File: config.mk
export PLATFORM = sky130hd
export DESIGN_NAME = game_ctrl
export DESIGN_NICKNAME = d
export VERILOG_FILES = /design/src/rtl/game_ctrl.sv
export SDC_FILE = /design/constraint.sdc
export NUM_CORES = 1
export LEC_CHECK = 0
export CELL_PAD_IN_SITES_DETAIL_PLACEMENT = 1
export CELL_PAD_IN_SITES_GLOBAL_PLACEMENT = 1
export CORE_MARGIN = 3
export CORE_UTILIZATION = 41
export CTS_CLUSTER_SIZE = 8
export DETAILED_ROUTE_END_ITERATION = 8
export GPL_TIMING_DRIVEN = 0
export PLACE_DENSITY = 0.82
export SLEW_MARGIN = 10
export SYNTH_ARGS = -nofsm -noshare
export SYNTH_HDL_FRONTEND = slang
export SYNTH_SLANG_ARGS = --single-unit
File: constraint.sdc
create_clock -name clk -period 1.9 [get_ports clk]
set_input_delay 0.19 -clock clk [delete_from_list [all_inputs] [get_ports clk]]
set_output_delay 0.19 -clock clk [all_outputs]
set_load 0.01 [all_outputs]
File: src/rtl/game_ctrl.sv
// game_ctrl: top-level sequencer for a memory/sequence game.
// Moves through fill -> playback -> pause -> player entry for four rounds
// and reports win or lose. Every output is a pure decode of the registered
// state and level, so no input reaches an output combinationally.
module game_ctrl #(
  parameter int GAP     = 4,      // PAUSE length in cycles (1..255)
  parameter int TIMEOUT = 50000   // max cycles in INPUT before a loss (1..65535)
) (
  input  logic       clk,
  input  logic       rst,
  input  logic       start,
  input  logic       complete_IDLE,
  input  logic       complete_DISP,
  input  logic       complete_INPUT,
  input  logic       input_match,
  output logic       en_IDLE,
  output logic       rst_IDLE,
  output logic       en_DISP,
  output logic       rst_DISP,
  output logic       en_INPUT,
  output logic       rst_INPUT,
  output logic [1:0] level,
  output logic       win,
  output logic       lose,
  output logic [2:0] state
);

  typedef enum logic [2:0] {
    ST_WAIT  = 3'b000,
    ST_FILL  = 3'b001,
    ST_SHOW  = 3'b010,
    ST_PAUSE = 3'b011,
    ST_INPUT = 3'b100,
    ST_NEXT  = 3'b101,
    ST_WIN   = 3'b110,
    ST_LOSE  = 3'b111
  } state_t;

  // Terminal counts: PAUSE lasts GAP cycles, INPUT at most TIMEOUT cycles.
  localparam logic [7:0]  GAP_LAST = 8'(GAP - 1);
  localparam logic [15:0] TO_LAST  = 16'(TIMEOUT - 1);
  localparam logic [1:0]  LVL_MAX  = 2'd3;

  state_t      state_r;
  state_t      next_state_s;
  logic [1:0]  level_r;
  logic [1:0]  next_level_s;
  logic [7:0]  gap_cnt_r;
  logic [7:0]  next_gap_cnt_s;
  logic [15:0] to_cnt_r;
  logic [15:0] next_to_cnt_s;

  // State, level and counter registers; async reset returns to WAIT.
  always_ff @(posedge clk or posedge rst) begin
    if (rst) begin
      state_r   <= ST_WAIT;
      level_r   <= 2'd0;
      gap_cnt_r <= 8'd0;
      to_cnt_r  <= 16'd0;
    end else begin
      state_r   <= next_state_s;
      level_r   <= next_level_s;
      gap_cnt_r <= next_gap_cnt_s;
      to_cnt_r  <= next_to_cnt_s;
    end
  end

  // Next-state logic; counters fall back to zero whenever their state is left.
  always_comb begin
    next_state_s   = state_r;
    next_level_s   = level_r;
    next_gap_cnt_s = 8'd0;
    next_to_cnt_s  = 16'd0;
    case (state_r)
      ST_WAIT: begin
        if (start) begin
          next_state_s = ST_FILL;
          next_level_s = 2'd0;
        end else begin
          next_state_s = ST_WAIT;
        end
      end
      ST_FILL: begin
        if (complete_IDLE) begin
          next_state_s = ST_SHOW;
        end else begin
          next_state_s = ST_FILL;
        end
      end
      ST_SHOW: begin
        if (complete_DISP) begin
          next_state_s = ST_PAUSE;
        end else begin
          next_state_s = ST_SHOW;
        end
      end
      ST_PAUSE: begin
        if (gap_cnt_r == GAP_LAST) begin
          next_state_s = ST_INPUT;
        end else begin
          next_state_s   = ST_PAUSE;
          next_gap_cnt_s = gap_cnt_r + 8'd1;
        end
      end
      ST_INPUT: begin
        // A completed entry wins over a timeout expiring in the same cycle.
        if (complete_INPUT) begin
          if (!input_match) begin
            next_state_s = ST_LOSE;
          end else if (level_r == LVL_MAX) begin
            next_state_s = ST_WIN;
          end else begin
            next_state_s = ST_NEXT;
          end
        end else if (to_cnt_r == TO_LAST) begin
          next_state_s = ST_LOSE;
        end else begin
          next_state_s  = ST_INPUT;
          next_to_cnt_s = to_cnt_r + 16'd1;
        end
      end
      ST_NEXT: begin
        next_state_s = ST_SHOW;
        // Guard keeps level from wrapping even if NEXT were reached at the top.
        if (level_r != LVL_MAX) begin
          next_level_s = level_r + 2'd1;
        end else begin
          next_level_s = level_r;
        end
      end
      ST_WIN, ST_LOSE: begin
        if (start) begin
          next_state_s = ST_FILL;
          next_level_s = 2'd0;
        end else begin
          next_state_s = state_r;
        end
      end
      default: begin
        next_state_s = ST_WAIT;
        next_level_s = 2'd0;
      end
    endcase
  end

  // Moore output decode: each sub-block is enabled only in its own state and
  // held in reset everywhere else.
  always_comb begin
    en_IDLE   = 1'b0;
    rst_IDLE  = 1'b1;
    en_DISP   = 1'b0;
    rst_DISP  = 1'b1;
    en_INPUT  = 1'b0;
    rst_INPUT = 1'b1;
    case (state_r)
      ST_FILL: begin
        en_IDLE  = 1'b1;
        rst_IDLE = 1'b0;
      end
      ST_SHOW: begin
        en_DISP  = 1'b1;
        rst_DISP = 1'b0;
      end
      ST_INPUT: begin
        en_INPUT  = 1'b1;
        rst_INPUT = 1'b0;
      end
      default: begin
        en_IDLE   = 1'b0;
        rst_IDLE  = 1'b1;
        en_DISP   = 1'b0;
        rst_DISP  = 1'b1;
        en_INPUT  = 1'b0;
        rst_INPUT = 1'b1;
      end
    endcase
  end

  assign win   = (state_r == ST_WIN);
  assign lose  = (state_r == ST_LOSE);
  assign level = level_r;
  assign state = state_r;

endmodule

* Word-level counts from Yosys, hierarchy flattened
Index checks and enable logic that the tools add are counted.
Cells by class: add/sub/neg operators 3, eq/ne operators 14, mux-type cells 24, reduce and logical (&&, ||, !) cells 5
Operators by type and width (count):
- 16-bit 2-to-1 mux | 3
- 3-bit one-hot mux with 7 select lines | 1
- 16-bit by 1-bit adder with 16-bit output (second input constant) | 1
- 16-bit equality test (second input constant) | 1
- 8-bit 2-to-1 mux | 2
- 3-bit equality test (second input constant) | 4
- 2-bit 2-to-1 mux | 6
- 3-bit 2-to-1 mux | 3
- 8-bit by 1-bit adder with 8-bit output (second input constant) | 1
- 8-bit by 2-bit equality test with 1-bit output (second input constant) | 1
- 1-bit 2-to-1 mux | 8
- 3-bit by 2-bit equality test with 1-bit output (second input constant) | 2
- 2-bit inequality test (second input constant) | 3
- 2-bit one-hot mux with 2 select lines | 1
- 3-bit by 1-bit equality test with 1-bit output (second input constant) | 1
- 3-bit logical NOT | 1
- 3-bit AND reduction | 1
- 3-bit OR reduction | 1
- 2-bit by 1-bit adder with 2-bit output (second input constant) | 1
- 2-bit equality test (second input constant) | 1
- 2-bit by 1-bit inequality test with 1-bit output (second input constant) | 1
- 2-bit nonzero test | 1
- 2-bit OR reduction | 1
Storage, ports and cells: register bits after elaboration 29, output and inout port bits 13

* Logic depth before layout (Yosys ltp)
Gate-level depths: netlist of run 1.
word-level depth 5, gate-level depth with buffers 7

* Worst setup path after synthesis of run 1
Ideal clock, no wire load.
path kind register to register, start register to_cnt_r[0], end register to_cnt_r[13], library setup time 0.119 ns, arrival time 1.589 ns, required time 1.781 ns, slack 0.192 ns, stages on the path, launching flop included 8, path through dfrtp_1 -> ha_1 -> nand4_1 -> o41ai_2 -> or2_1 -> buf_4 -> buf_6 -> nor2_1
On the way: longest elaborated chain between the ends 4, elaborated cells on any way between the ends 5, classes of those cells 1 x add/sub; 1 x eq/ne; 3 x mux
Ends and longest elaborated chain:
- start: declaration | RTL line 50 | logic [15:0] to_cnt_r;
- start signal: assignment | RTL line 64 | to_cnt_r <= next_to_cnt_s;
- 16-bit by 1-bit adder with 16-bit output / 16-bit equality test (equally long branches) | RTL line 119, 115
- 16-bit 2-to-1 mux (*) | RTL line 115 | end else if (to_cnt_r == TO_LAST) begin
- 16-bit 2-to-1 mux (*) | RTL line 107 | if (complete_INPUT) begin
- 16-bit 2-to-1 mux (*) | RTL line 74 | case (state_r)
- net next_to_cnt_s[13] | RTL line 51 | logic [15:0] next_to_cnt_s;
The timed path passes the listed nets; every way through them passes the cells marked *. A chain may end at the register's enable or synchronous reset.

* Worst setup path in the final report of run 1
Same ends and word-level chain as after synthesis.

==> run summary, run 1 <==
Global Route Usage Sum: 19.77%
Worst voltage drop across the vdd grid: 0.5801 mV
Detailed-route vias per instance: 5.550
Area of the die: 0.004568 mm²
Global-route wire length before repair: 6617 µm
Number of DRC violations after detailed-routing iteration 0: 106
Filler cells: 402
Net switching fraction of the power: 33.34%
Cell leakage power: 0.0008951 µW
CTS max path bufs: 2
Maximum number of pins on one net before global-route repair: 30
Data arrival time of the critical path: 2.03 ns
Category of the worst setup path capture point: flip-flop
Worst min-delay path category: in -> async
TritonCTS Buffers: 5
Warnings, synthesis: 0
Count of inserted antenna diode cells: 0
Worst slew slack as a fraction of its limit: 31.11%
Type of the worst setup path: reg -> reg
Run status: finished, final reports clean
PD cells: 1002 mW/mm²
First drt pass iteration count: 4
Required time of the critical path: 2.07 ns
Switching power: 673.1 µW
Count of buffers from port buffering: 19
Ratio of cells with drive above 1 in the final layout: 16.26%
Number of nets in the synthesized netlist: 178
Worst-path cell chain: ha_2, nand4_1, o41ai_4, or2_1, buf_4, buf_6, nor2_1
Sequential cell fraction of total power: 36.7%
Setup tns final: 0 ns
Average routed wire per standard cell: 17.63 µm
Count of endpoints failing setup in the final report: 0
Clock skew: 0.006958 ns
Actual slew at the worst max-slew pin: 1.027 ns
Capturing point of the worst reg2reg path: to_cnt_r[13]
Gate power share: 35.7%
Placement Rows: 21
Syn Inst Count: 168
Post-synthesis cell area: 0.001555 mm²
Detailed-placement wirelength estimate: 2698 µm
Slowest CP cell: o41ai_4
Highest attainable clock frequency: 536.5 MHz
Routability congestion estimate: 0.8465
Sequential element share of the synthesized area: 46.66%
Worst reg2reg setup slack: 0.04 ns
Clock share of power: 27.6%
Max-slew violation count: 0
Final critical-path share of the clock period: 98.10%
Average instance area after synthesis: 9.257 µm²
CTS HTree Levels: 2
P&R area growth vs syn: 29.53%
Starting utilization of the core area: 44.50%
Startpoint kind of the worst setup timing path: flip-flop
Leading cell type in the layout, fill and taps excluded: nor2_1
Hold slack final: 0.3356 ns
Via count of the routed design: 1382
Core area: 0.003495 mm²
Yosys reg bits: 29
Final period demand of the worst path: 1.864 ns
Initial antenna violation count: 0
Clk_lat worst skew: 0.28 ns
DRC violations left: 0
Top-Level Pins: 20
Cell family contributing the most delay on the critical path: compound AO/OA/AOI/OAI gates
Source of the worst register-to-register timing path: to_cnt_r[0]
Reg2Reg Depth: 7
Root Buffer: clkbuf_8
Clock sinks: 29
Critical Path Stages: 7
Leading cell types in the layout, fill and taps excluded: nor2_1, dfrtp_1, clkdlybuf4s50_1
Worst Path Max Fanout: 10
Count of different cell masters after synthesis: 34
Post-layout nets: 212
Final number of hold-violating endpoints: 0
Post-DRT Antenna Nets: 0
Via count of the first global-routing pass: 1387
Total wirelength of the detailed-routed design: 4390 µm
Post-CTS clock slew at the launch and capture registers of the worst setup and hold paths: 0.06 ns
Remaining Overflow, GRT: 0
Count of max-cap constraint violations: 0
CTS tree: yes
Die width: 67.59 µm
Total internal power: 1346 µW
Critical path buffers and inverters: 2
Die height: 67.59 µm
Delay contributed by the slowest stage of the critical path: 0.43 ns
## cells by family (layout without fill, tap and decap cells)
kind of cell	after synthesis	count (layout)	synth area share, %
AO/OA/AOI/OAI	18	18	7.885
multiplexers	1	1	0.6436
XOR/XNOR	20	20	11.26
adder cells (fa/ha/maj)	3	3	2.414
buffers and inverters	13	48	3.862
flip-flops	29	29	46.66
AND/OR/NAND/NOR	84	84	27.27
## Yosys cell counts
| cell | instances | area [µm²] |
|---|---|---|
| dfrtp_1 | 29 | 725.7 |
| nor2_1 | 27 | 101.4 |
| nand3_1 | 14 | 70.07 |
| nand2_1 | 11 | 41.29 |
| xnor2_1 | 11 | 96.34 |
| xor2_1 | 9 | 78.83 |
| inv_1 | 8 | 30.03 |
| and3_1 | 5 | 31.28 |
| nor3_1 | 5 | 25.02 |
| a21oi_1 | 4 | 20.02 |
| nand4_1 | 4 | 25.02 |
| nor2b_1 | 4 | 25.02 |
| nor4_1 | 4 | 25.02 |
| o21ai_0 | 4 | 20.02 |
| clkbuf_1 | 3 | 11.26 |
| ha_1 | 3 | 37.54 |
| or3_1 | 3 | 18.77 |
| a31oi_1 | 2 | 12.51 |
| nand4bb_1 | 2 | 22.52 |
| o22ai_1 | 2 | 12.51 |
| a21boi_0 | 1 | 7.510 |
| a21o_1 | 1 | 7.510 |
| a22o_1 | 1 | 8.760 |
| a32o_1 | 1 | 10.01 |
| buf_4 | 1 | 7.510 |
| buf_6 | 1 | 11.26 |
| mux2i_1 | 1 | 10.01 |
| nand3_2 | 1 | 10.01 |
| nor3b_1 | 1 | 7.510 |
| nor4b_1 | 1 | 8.760 |
| o211ai_1 | 1 | 7.510 |
| o41ai_2 | 1 | 16.27 |
| or2_1 | 1 | 6.260 |
| or2_2 | 1 | 6.260 |
## repair_timing
item | in CTS | in global routing
buffers inserted | 3 | 6
gates resized for setup | 11 | 10
pin swaps | 1 | 2
setup endpoints to repair | 18 | 16
hold buffers | 0 | 0
## per-stage QoR
step | power, µW | cell area, µm² | utilization [%] | std cells | setup slack (ns)
global route | 2157 | 2014 | 57.64 | 249 | -0.05213
finish | 2019 | 2014 | 57.64 | 249 | 0.03603
global placement | 1290 | 1803 | 51.59 | 233 | -0.04598
CTS | 1947 | 1943 | 55.60 | 243 | 0.002590
floorplan | 1059 | 1555 | - | 168 | 0.1922
detailed placement | 1316 | 1803 | 51.59 | 233 | -0.06958
## area by class of cell
type	count	area (µm²)	share of cell area (%)
buffer	4	33.78	1.677
sequential	29	732.0	36.34
clock buffer	7	96.34	4.783
timing repair buffer	28	264.0	13.11
tap	46	57.56	2.857
multi-input combinational	126	795.8	39.50
clock inverter	1	5.005	0.2484
inverter	8	30.03	1.491
## per-layer routing
layer / part of all wire (%) / track usage (%) / vias up
li1: - / - / 645
met1: 43 / 23.03 / 697
met2: 53 / 32.69 / 31
met3: 3.5 / 6.656 / 9
met4: 1.3 / 8.861 / 0
met5: 0 / 0 / -
## how the worst max path moves through the flow
stage	slack [ns]	endpoint	from
floorplan	0.19	to_cnt_r[13]	to_cnt_r[0]
global placement	-0.05	to_cnt_r[9]	to_cnt_r[0]
detailed placement	-0.07	to_cnt_r[13]	to_cnt_r[0]
CTS	0.003	en_IDLE	state[1]
global route	-0.05	to_cnt_r[12]	to_cnt_r[0]
finish	0.04	to_cnt_r[13]	to_cnt_r[0]
## sequential cells by signal, summed over array words and instances, names as in the netlist
name       count
to_cnt_r      16
level          2
gap_cnt_r      8
state          3
## power by group through the flow
stage	registers [µW]	clock network, µW	logic (µW)
final	742	558	720
after global routing	746	608	803
after CTS	743	567	637
after detailed placement	743	0	572
after global placement	739	0	551
after floorplan	737	0	323
(Power assumes the default switching activity.)
==> run 2, diff against run 1 <==
--- a/config.mk
+++ b/config.mk
@@ -13,7 +13,7 @@
 export DETAILED_ROUTE_END_ITERATION = 8
 export GPL_TIMING_DRIVEN = 0
 export PLACE_DENSITY = 0.82
-export SLEW_MARGIN = 10
+export SLEW_MARGIN = 20
 export SYNTH_ARGS = -nofsm -noshare
 export SYNTH_HDL_FRONTEND = slang
 export SYNTH_SLANG_ARGS = --single-unit
==> run 2 against run 1 <==
Net effect:
- cell count unchanged
- critical endpoint unchanged
- utilization did not move
- clock skew unchanged
- first-iteration DRC count unchanged
- die area unchanged
- largest power group unchanged
- combinational power barely moved
- sequential cell count unchanged
- via count unchanged
- clock power hardly changed
- maximum frequency about the same
- sequential power about the same
- global-route usage did not move
==> run summary, run 2 (synthesis results as in run 1) <==
Run status: finished, final reports clean
Clock skew: 0.006958 ns (unchanged)
Final number of hold-violating endpoints: 0 (unchanged)
Post-Layout Inst Area: 0.002014 mm² (unchanged)
Count of inserted antenna diode cells: 0 (unchanged)
Critical path buffers and inverters: 2 (unchanged)
Detailed-placement wirelength estimate: 2698 µm (unchanged)
Leading cell type in the layout, fill and taps excluded: nor2_1
Global-route wire length before repair: 6617 µm (unchanged)
Worst slew slack as a fraction of its limit: 59.92% (+29 points)
Slowest CP cell: o41ai_4
Placement Rows: 21 (unchanged)
Reg2Reg Depth: 7 (unchanged)
Clock sinks: 29 (unchanged)
Post-layout nets: 212 (unchanged)
DRC violations left: 0 (unchanged)
Worst reg2reg setup slack: 0.04 ns (about the same)
Category of the worst setup path capture point: flip-flop
Required time of the critical path: 2.07 ns (about the same)
Core area: 0.003495 mm² (unchanged)
CTS max path bufs: 2 (unchanged)
PD cells: 1002 mW/mm² (about the same)
Highest attainable clock frequency: 536.5 MHz (about the same)
Total wirelength of the detailed-routed design: 4391 µm (about the same)
Worst-path cell chain: ha_2, nand4_1, o41ai_4, or2_1, buf_4, buf_6, nor2_1
Initial antenna violation count: 0 (unchanged)
TritonCTS Buffers: 5 (unchanged)
Area of the die: 0.004568 mm² (unchanged)
Total of hold buffers inserted after clock tree synthesis: 0 (unchanged)
Register name with the most flops: to_cnt_r
Worst Path Max Fanout: 10 (unchanged)
Cell family contributing the most delay on the critical path: compound AO/OA/AOI/OAI gates
Top-Level Pins: 20 (unchanged)
P&R area growth vs syn: 29.53% (unchanged)
Post-DRT Antenna Nets: 0 (unchanged)
Via count of the first global-routing pass: 1387 (unchanged)
Routability congestion estimate: 0.8465 (unchanged)
Worst voltage drop across the vdd grid: 0.5801 mV (about the same)
Die height: 67.59 µm (unchanged)
Final critical-path share of the clock period: 98.10% (about the same)
Detailed-route vias per instance: 5.550 (unchanged)
Die width: 67.59 µm (unchanged)
Max-slew violation count: 0 (unchanged)
CTS HTree Levels: 2 (unchanged)
Post-route setup slack: 0.03601 ns (-0.00001360 ns)
Actual slew at the worst max-slew pin: 0.6004 ns (-0.4265 ns)
Max reg flops: 16 (unchanged)
First drt pass iteration count: 4 (unchanged)
Delay contributed by the slowest stage of the critical path: 0.43 ns (about the same)
Root Buffer: clkbuf_8
Global Route Usage Sum: 19.77% (unchanged)
Type of the worst setup path: reg -> reg
Via count of the routed design: 1382 (unchanged)
Ratio of cells with drive above 1 in the final layout: 16.75% (+0.49 points)
Startpoint kind of the worst setup timing path: flip-flop
Worst slack at placement: -0.06958 ns (unchanged)
Capturing point of the worst reg2reg path: to_cnt_r[13]
Maximum number of pins on one net before global-route repair: 30 (unchanged)
Data arrival time of the critical path: 2.03 ns (about the same)
Count of buffers from port buffering: 19 (unchanged)
Count of endpoints failing setup in the final report: 0 (unchanged)
Source of the worst register-to-register timing path: to_cnt_r[0]
Remaining Overflow, GRT: 0 (unchanged)
Count of max-cap constraint violations: 0 (unchanged)
Number of DRC violations after detailed-routing iteration 0: 106 (unchanged)
Worst min-delay path category: in -> async
Clk_lat worst skew: 0.28 ns (about the same)
Leading cell types in the layout, fill and taps excluded: nor2_1, dfrtp_1, clkdlybuf4s50_1
Setup tns final: 0 ns (unchanged)
Average routed wire per standard cell: 17.63 µm (about the same)
Post-CTS clock slew at the launch and capture registers of the worst setup and hold paths: 0.06 ns (about the same)
Final period demand of the worst path: 1.864 ns (+0.00001360 ns)
Cell leakage power: 0.0008977 µW (+0.30%)
Starting utilization of the core area: 44.50% (unchanged)
Cell area reported after detailed placement: 0.001803 mm² (unchanged)
CTS tree: yes
==> run 2: through the flow <==
stage / power (µW) / hold WS (ns) / util (%) / instances
floorplan: 1059 / 0.2681 / - / 168
global placement: 1290 / 0.4618 / 51.59 / 233
detailed placement: 1316 / 0.4745 / 51.59 / 233
CTS: 1947 / 0.4784 / 55.60 / 243
global route: 2158 / 0.3430 / 57.64 / 249
finish: 2019 / 0.2967 / 57.64 / 249
==> run 2: timing repair <==
item,CTS,global route
setup buffers,3,6
resized for setup,11,10
setup endpoints to repair,18,16
pin swaps,1,2
==> run 2: routing by layer <==
layer	global-route usage (%)	share of wire, %
met1	23.03	43
met2	32.69	53
met3	6.656	3.5
met4	8.861	1.3
met5	0	0
==> run 2: area by class of cell <==
class                   instances  area (µm²)
fillers                       402        1480
multi-input cells             126       795.8
flip-flops and latches         29       732.0
repair buffers                 28       264.0
clock buffers                   7       96.34
well taps                      46       57.56
plain buffers                   4       33.78
inverters                       8       30.03
clock inverters                 1       5.005
==> run 2: worst max-delay path by stage <==
stage | from | cells past startpoint | slack, ns | end
after floorplan | to_cnt_r[0] | 7 | 0.19 | to_cnt_r[13]
after global placement | to_cnt_r[0] | 7 | -0.05 | to_cnt_r[9]
after detailed placement | to_cnt_r[0] | 7 | -0.07 | to_cnt_r[13]
after CTS | state[1] | 3 | 0.003 | en_IDLE
after global routing | to_cnt_r[0] | 7 | -0.05 | to_cnt_r[12]
final | to_cnt_r[0] | 7 | 0.04 | to_cnt_r[13]
==> run 2: power breakdown <==
| part | internal [µW] | switching (µW) |
|---|---|---|
| sequential | 672 | 69.3 |
| combinational | 347 | 373 |
| clock | 327 | 231 |
==> run 3, diff against run 2 <==
--- a/config.mk
+++ b/config.mk
@@ -7,6 +7,7 @@
 export LEC_CHECK = 0
 export CELL_PAD_IN_SITES_DETAIL_PLACEMENT = 1
 export CELL_PAD_IN_SITES_GLOBAL_PLACEMENT = 1
+export CORE_ASPECT_RATIO = 1.2
 export CORE_MARGIN = 3
 export CORE_UTILIZATION = 41
 export CTS_CLUSTER_SIZE = 8
==> run 3 against run 2 <==
Net effect:
- clock power fell by 13%
- utilization shrank 0.30 points
- power is 4.7% lower
- critical path depth shrank 4
- cell area down 0.87%
- combinational power shrank 4.9%
- critical path type is now reg -> out
- highest routed layer unchanged
==> run summary, run 3 (synthesis results as in run 1) <==
Via count of the routed design: 1323 (-4.3%)
Ratio of cells with drive above 1 in the final layout: 13.93% (-2.8 points)
Actual slew at the worst max-slew pin: 0.6153 ns (+0.01491 ns)
Post-layout nets: 210 (-0.94%)
Worst voltage drop across the vdd grid: 0.5850 mV (+0.84%)
Count of max-cap constraint violations: 0 (unchanged)
Starting utilization of the core area: 44.66% (+0.16 points)
Run status: finished, final reports clean
Cell area reported after detailed placement: 0.001808 mm² (+0.28%)
Type of the worst setup path: reg -> out
Worst slew slack as a fraction of its limit: 58.92% (-1.0 points)
Leading cell types in the layout, fill and taps excluded: nor2_1, dfrtp_1, clkdlybuf4s50_1
Worst Path Max Fanout: 10 (unchanged)
Cell leakage power: 0.0008840 µW (-1.5%)
Global-route wire length before repair: 6699 µm (+1.2%)
Clock sinks: 29 (unchanged)
Count of endpoints failing setup in the final report: 0 (unchanged)
Final period demand of the worst path: 1.815 ns (-0.04922 ns)
Via count of the first global-routing pass: 1403 (+1.2%)
Routability congestion estimate: 0.8293 (-2.0%)
Capturing point of the worst reg2reg path: to_cnt_r[4]
Core area: 0.003482 mm² (-0.36%)
Detailed-route vias per instance: 5.271 (-5.0%)
Reg2Reg Depth: 6 (-1)
Initial antenna violation count: 0 (unchanged)
Remaining Overflow, GRT: 0 (unchanged)
Average routed wire per standard cell: 16.14 µm (-8.5%)
Post-Layout Inst Area: 0.001997 mm² (-0.87%)
Top-Level Pins: 20 (unchanged)
Post-DRT Antenna Nets: 0 (unchanged)
PD cells: 963.6 mW/mm² (-3.9%)
DRC violations left: 0 (unchanged)
Count of buffers from port buffering: 19 (unchanged)
Filler cells: 405 (+0.75%)
Worst min-delay path category: in -> async
Worst reg2reg setup slack: 0.18 ns (+0.14 ns)
CTS HTree Levels: 2 (unchanged)
Final number of hold-violating endpoints: 0 (unchanged)
Max reg flops: 16 (unchanged)
Post-CTS clock slew at the launch and capture registers of the worst setup and hold paths: 0.06 ns (about the same)
TritonCTS Buffers: 5 (unchanged)
Clock skew: 0.005776 ns (-0.001182 ns)
Post-route core utilization: 57.35% (-0.30 points)
Maximum number of pins on one net before global-route repair: 30 (unchanged)
Register name with the most flops: to_cnt_r
P&R area growth vs syn: 28.40%
Max-slew violation count: 0 (unchanged)
Root Buffer: clkbuf_8
Number of DRC violations after detailed-routing iteration 0: 35 (-67%)
Detailed-placement wirelength estimate: 2723 µm (+0.95%)
Startpoint kind of the worst setup timing path: flip-flop
Category of the worst setup path capture point: output pin
First drt pass iteration count: 4 (unchanged)
Required time of the critical path: 1.71 ns (-0.36 ns)
Source of the worst register-to-register timing path: to_cnt_r[0]
Highest attainable clock frequency: 551.0 MHz (+2.7%)
Global Route Usage Sum: 18.80% (-0.97 points)
Count of inserted antenna diode cells: 0 (unchanged)
Die width: 62.23 µm (-7.9%)
Area of the die: 0.004572 mm² (about the same)
Placement Rows: 23 (+9.5%)
Final critical-path share of the clock period: 95.51% (-2.6 points)
CTS max path bufs: 2 (unchanged)
Total wirelength of the detailed-routed design: 4051 µm (-7.7%)
Die height: 73.47 µm (+8.7%)
Clk_lat worst skew: 0.28 ns (about the same)
Data arrival time of the critical path: 1.62 ns (-0.41 ns)
CTS tree: yes
==> run 3: cell count changes in the layout (fill, tap and decap cells not counted), moves of 2 or more <==
cell      delta
buf_4        -2
clkbuf_8     -2
dfrtp_1      +2
dfrtp_2      -2
==> run 3: repair_timing <==
item / CTS / global route
pin swaps: 1 / 4
gates resized for setup: 10 / 10
hold buffers: 0 / 0
setup buffers: 2 / 6
setup endpoints to repair: 18 / 22
==> run 3: worst max-delay path by stage <==
| stage | to | slack, ns | from | depth (start not counted) |
|---|---|---|---|---|
| finish | lose | 0.09 | state[2] | 3 |
| global route | win | -0.002 | state[2] | 4 |
| CTS | to_cnt_r[7] | 0.008 | to_cnt_r[11] | 6 |
| detailed placement | to_cnt_r[7] | -0.10 | to_cnt_r[0] | 7 |
| global placement | to_cnt_r[8] | -0.06 | to_cnt_r[0] | 7 |
| floorplan | to_cnt_r[13] | 0.19 | to_cnt_r[0] | 7 |
==> run 3: per-layer routing <==
layer  share of wire, %  vias up  GRT usage (%)
met5                  0        -              0
met4                1.7        0          7.371
met3                2.2        6          4.128
met2                 55       12          35.17
met1                 41      661          20.93
li1                   -      644              -
==> run 3: power breakdown <==
group | internal, µW | switching (µW) | leakage [µW]
logic | 345 | 340 | 0.000445
clock network | 253 | 230 | 0.0000450
registers | 672 | 84.1 | 0.000394
==> run 3: layout make-up <==
type | count | area [µm²] | share of cell area (%)
buffer | 3 | 26.28 | 1.316
clock buffer | 6 | 72.57 | 3.634
clock inverter | 2 | 10.01 | 0.5013
inverter | 8 | 30.03 | 1.504
multi-input combinational | 126 | 808.3 | 40.48
sequential | 29 | 729.5 | 36.53
tap | 50 | 62.56 | 3.133
timing repair buffer | 27 | 257.7 | 12.91
==> run 3: worst max-delay path, cell delays in order, from the launching register on <==
cell             delay (ns)
dfrtp_2                0.45
buf_4                  0.20
and3_1                 0.15
clkdlybuf4s50_1        0.54
==> run 3: stage by stage <==
step / hold slack (ns) / std cells / setup TNS, ns / power [µW] / setup slack (ns)
after floorplan: 0.2681 / 168 / 0 / 1059 / 0.1922
after global placement: 0.4604 / 237 / -0.6140 / 1285 / -0.06455
after detailed placement: 0.4761 / 237 / -0.9799 / 1315 / -0.1042
after CTS: 0.4832 / 246 / 0 / 1873 / 0.007569
after global routing: 0.3482 / 251 / -0.002033 / 2051 / -0.002033
final: 0.3084 / 251 / 0 / 1924 / 0.08524
